## src/rtl/fifo_ctrl_4x8.sv

```systemverilog
// 4-entry FIFO controller in front of a single-port 4x8 RAM, with a registered head byte.
// One RAM access per cycle; flush beats refill, which beats write.
module fifo_ctrl_4x8 #(
    parameter int DATA_W = 8,
    parameter int ADDR_W = 2
) (
    input  logic              clock,
    input  logic              clear,
    input  logic              flush,
    input  logic              in_valid,
    output logic              in_ready,
    input  logic [DATA_W-1:0] in_data,
    output logic              out_valid,
    input  logic              out_ready,
    output logic [DATA_W-1:0] out_data,
    output logic [ADDR_W:0]   count,
    output logic              full,
    output logic              empty,
    output logic [ADDR_W-1:0] ram_address,
    output logic              ram_read_write,
    output logic [DATA_W-1:0] ram_data,
    output logic              ram_clear,
    input  logic [DATA_W-1:0] ram_rdata
);

    localparam int             DEPTH_I = 1 << ADDR_W;
    localparam logic [ADDR_W:0] DEPTH  = DEPTH_I[ADDR_W:0];

    typedef enum logic [1:0] {S_IDLE, S_WRITE, S_READ, S_FLUSH} state_t;

    state_t            state;
    logic [ADDR_W-1:0] wr_ptr;
    logic [ADDR_W-1:0] rd_ptr;
    logic              refill;
    logic              pop;

    // Head register takes the next RAM byte whenever it is empty or being consumed.
    assign refill = (count != '0) && (!out_valid || out_ready);
    assign pop    = out_valid && out_ready;

    always_comb begin
        state = S_IDLE;
        if (flush)                   state = S_FLUSH;
        else if (refill)             state = S_READ;
        else if (in_valid && !full)  state = S_WRITE;
    end

    assign full           = (count == DEPTH);
    assign empty          = (count == '0) && !out_valid;
    assign in_ready       = !flush && !full && !refill;
    assign ram_address    = (state == S_WRITE) ? wr_ptr : rd_ptr;
    assign ram_read_write = (state == S_WRITE);
    assign ram_data       = in_data;
    assign ram_clear      = (state == S_FLUSH);

    always_ff @(posedge clock or negedge clear) begin
        if (!clear) begin
            wr_ptr    <= '0;
            rd_ptr    <= '0;
            count     <= '0;
            out_valid <= 1'b0;
            out_data  <= '0;
        end else begin
            case (state)
                S_FLUSH: begin
                    wr_ptr    <= '0;
                    rd_ptr    <= '0;
                    count     <= '0;
                    out_valid <= 1'b0;
                end
                S_READ: begin
                    out_data  <= ram_rdata;
                    out_valid <= 1'b1;
                    rd_ptr    <= rd_ptr + 1'b1;
                    count     <= count - 1'b1;
                end
                S_WRITE: begin
                    wr_ptr <= wr_ptr + 1'b1;
                    count  <= count + 1'b1;
                    // RAM was empty, so a consumed head cannot be refilled this cycle.
                    if (pop) out_valid <= 1'b0;
                end
                default: begin
                    if (pop) out_valid <= 1'b0;
                end
            endcase
        end
    end

endmodule

```

## config.mk

```make
export PLATFORM = sky130hd
export DESIGN_NAME = fifo_ctrl_4x8
export DESIGN_NICKNAME = d
export VERILOG_FILES = /design/src/rtl/fifo_ctrl_4x8.sv
export SDC_FILE = /design/constraint.sdc
export NUM_CORES = 1
export LEC_CHECK = 0
export BUFFER_PORTS_ARGS = -buffer_cell sky130_fd_sc_hd__buf_2
export CELL_PAD_IN_SITES_DETAIL_PLACEMENT = 0
export CELL_PAD_IN_SITES_GLOBAL_PLACEMENT = 1
export CORE_UTILIZATION = 30
export CTS_BUF_LIST = sky130_fd_sc_hd__clkbuf_4
export CTS_CLUSTER_DIAMETER = 200
export DETAILED_ROUTE_END_ITERATION = 7
export PLACE_DENSITY = 0.81
export SLEW_MARGIN = 20
export SYNTH_ARGS = -nofsm -noshare
export SYNTH_HDL_FRONTEND = slang
export SYNTH_SLANG_ARGS = --single-unit
```

## constraint.sdc

```tcl
create_clock -name clock -period 2.4 [get_ports clock]
set_input_delay 0.24 -clock clock [delete_from_list [all_inputs] [get_ports clock]]
set_output_delay 0.24 -clock clock [all_outputs]
set_load 0.05 [all_outputs]
```

==> reports/metrics.csv <==
stage,metric,value,unit
sta,slew at the pin closest to its max-slew limit,0.460,ns
placement,DP Wirelength,1490,um
critical_path,register-to-register setup slack,0.08,ns
sta,final setup TNS,0,ns
sta,Pins Over Slew Limit,0,
synth,most frequently used flop master after synthesis,sky130_fd_sc_hd__dfrtp_1,
synth,ys async rst share,100,%
synth,Synth Warn #,0,
power_and_ir_drop,standby leakage power,0.000590,uW
die,initial core utilization,32.2,%
drt,detailed-route vias per instance,4.92,
clock_tree,number of sinks handled by clock tree synthesis,16,
synth,portion of synthesized cell area occupied by the leading cell type,44.4,%
cells_and_area,number of antenna cells inserted,0,
die,number of placed I/O pins,48,
die,Row Count,19,
synth,ranking of synthesized cells by area,"sky130_fd_sc_hd__dfrtp_1 44%, sky130_fd_sc_hd__mux2_2 15%, sky130_fd_sc_hd__buf_4 6.7%",
drt,post-DR wirelength/cell,13.9,um
grt,number of antenna violations at the first check in global routing,0,
worst_hold_path,Worst Hold Path Cells,2,
die,width of the die,56.8,um
cells_and_area,nets@finish,142,
synth,cell with the most instances after synthesis,sky130_fd_sc_hd__dfrtp_1,
sta,setup repair after global routing missed its margin,no,
sta,setup slack after layout,0.0560,ns
critical_path,CP Max Fanout,5,
status,failing checks,design-rule violations,
drt,number of detailed-routing iterations run before antenna repair,6,
drt,number of nets with antenna violations after detailed routing,0,
run,reported max-cap violation count,0,
clock_tree,Inserted Clock Buffers,3,
cells_and_area,count of filler cells inserted in the layout,284,
drt,wire length reported by the detailed router,2030,um
synth,Synth cell types,26,
critical_path,reg2reg end,count[2],
synth,most frequent cells after synthesis,"16 x sky130_fd_sc_hd__dfrtp_1, 12 x sky130_fd_sc_hd__mux2_2, 8 x sky130_fd_sc_hd__buf_4",
placement,placer congestion estimate,0.825,
synth,number of synthesized flops with an enable pin,0,
power_and_ir_drop,peak supply drop,0.761,mV
drt,Detailed Route Iter0 Violations,20,
critical_path,worst reg2reg path depth,9,
sta,final-report hold violation count,0,
cells_and_area,combined flip-flop and latch cell area,404,um2
clock_tree,level count of the clock H-tree,1,
drt,total vias in the final route,718,
synth,largest area contributor in the netlist,sky130_fd_sc_hd__dfrtp_1,
die,core area,0.00281,mm2
die,floorplan die area,0.00323,mm2
worst_hold_path,class of the tightest hold or removal check,input port to flip-flop,
status,result of the run,finished with violations,
cells_and_area,area used by multi-input combinational logic,468,um2
sta,remaining max-slew budget at the tightest pin,69.3,%
synth,Seq cells post-synth,16,
critical_path,"Arr. time, crit path",2.10,ns
critical_path,startpoint of the worst setup timing path,count[0],
clock_tree,clock tree from TritonCTS,done,
synth,net count after synthesis,106,
critical_path,launching element type of the critical path,flip-flop,
power_and_ir_drop,power per cell area,1590,mW/mm2
grt,pin count of the biggest net entering global routing,17,
grt,grt total ovfl,0,
worst_hold_path,Min-Delay Startpoint,ram_rdata[7],
clock_tree,buffer depth of the longest clock path,2,
placement,quantity of I/O buffers inserted on ports,31,
grt,number of global-route vias before repair,718,
cells_and_area,area added between synthesis and finish,33.4,%
cells_and_area,proportion of layout cells with a drive suffix above 1,57.4,%
critical_path,type of the worst setup path,flip-flop to output port,
placement,"worst slack, placed",0.0482,ns
synth,netlist area before placement,902,um2
drt,DRC violations left,12,
critical_path,startpoint of the most critical register-to-register path,count[0],
sta,Final Cycle Share,97.7,%
grt,first-pass GRT wire length,3260,um
sta,Max Freq,427,MHz
critical_path,WP data required,2.16,ns
die,height of the die,56.8,um
clock_tree,register clock-pin slew on the reported worst setup and hold paths,0.10,ns
clock_tree,clock latency at the later pin of the worst-skew pair,0.29,ns
sta,post-route minimum period,2.34,ns
synth,count of mapped cells out of synthesis,80,
synth,mean cell area of the mapped netlist,11.3,um2
worst_hold_path,worst hold endpoint,out_data[7],
clock_tree,cell at the root of the clock tree,sky130_fd_sc_hd__clkbuf_4,
synth,sequential area share after synthesis,44.4,%
critical_path,Crit. End Element,output port,
sta,final setup vio count,0,
sta,skew final,0.00597,ns
grt,global routing usage summed across all routing layers,13.7,%
==> worst max-delay path: stages (launching register included) <==
cell and delay (ns):
sky130_fd_sc_hd__dfrtp_2 0.42, sky130_fd_sc_hd__or4b_4 0.54, sky130_fd_sc_hd__o311a_4 0.15, sky130_fd_sc_hd__inv_4 0.07
sky130_fd_sc_hd__ha_4 0.17, sky130_fd_sc_hd__mux2_4 0.32, sky130_fd_sc_hd__buf_8 0.15
==> worst max path at each step <==
stage	endpoint	slack [ns]	depth (start not counted)
2_1_floorplan	count[2]	-0.14	9
3_3_place_gp	count[2]	0.12	9
3_5_place_dp	count[2]	0.05	10
4_1_cts	ram_address[0]	0.009	6
5_1_grt	ram_address[0]	0.004	6
6_report	ram_address[0]	0.06	6
==> metrics by stage <==
step	power (uW)	std cells	hold WS [ns]	instance area, um2	util (%)
floorplan	1450	80	-0.0556	941	-
global placement	1670	137	0.166	1100	39.3
detailed placement	1690	137	0.178	1100	39.3
CTS	1890	143	0.170	1170	41.6
global route	2030	146	0.169	1200	42.9
finish	1910	146	0.177	1200	42.9
==> per-layer routing <==
layer | part of all wire [%] | GRT usage [%]
met4 | 1.9 | 6.97
met5 | 0 | 0
met1 | 43 | 15.9
met2 | 47 | 23.1
met3 | 8.0 | 3.69
==> timing repair <==
| item | CTS | global route |
|---|---|---|
| endpoints found under the hold margin | 16 | 0 |
| pin swaps | 0 | 1 |
| cloned | 0 | 0 |
| setup buffers | 1 | 3 |
| hold buffers | 1 | 0 |
| endpoints found under the setup margin | 2 | 3 |
| gates resized for setup | 6 | 4 |
==> cells in the final DEF, fill, tap and decap left out, drive strengths merged, types with 2 or more instances in the layout <==
cell type   n
buf        39
clkbuf      3
dfrtp      16
ha          4
inv         5
mux2       12
nand2       2
nand2b      3
nand3b      2
nor2        4
nor2b       2
nor3        3
o211ai      2
o21ai       3
o21bai      2
==> cells by family (layout without fill, tap and decap cells) <==
logic type,after synthesis,count (layout),synth area share (%)
xor gates and xnor gates,1,1,0.971
adders and majority gates,5,5,7.77
DFF,16,16,44.4
and+or+nand+nor,20,20,13.0
muxes,12,12,15.0
buffers and inverters,14,49,9.15
AOI/OAI and AO/OA,12,12,9.71
==> state kept, by name (all words and copies together), names as in the netlist <==
| register | flops |
|---|---|
| count | 3 |
| out_data | 8 |
| out_valid | 1 |
| rd_ptr | 2 |
| wr_ptr | 2 |
==> where the power goes <==
group | internal, uW | switching (uW)
logic | 451 | 841
clock network | 60.4 | 85.3
registers | 394 | 83.1
total | 905 | 1010
==> final cells by class <==
class,count,area share (%)
inverter,5,1.77
clock inverter,1,0.312
timing repair buffer,40,20.4
multi-input combinational,50,38.9
clock buffer,3,1.87
sequential,16,33.6
tap,31,3.22
No activity file was read; power rests on OpenSTA's default activity.
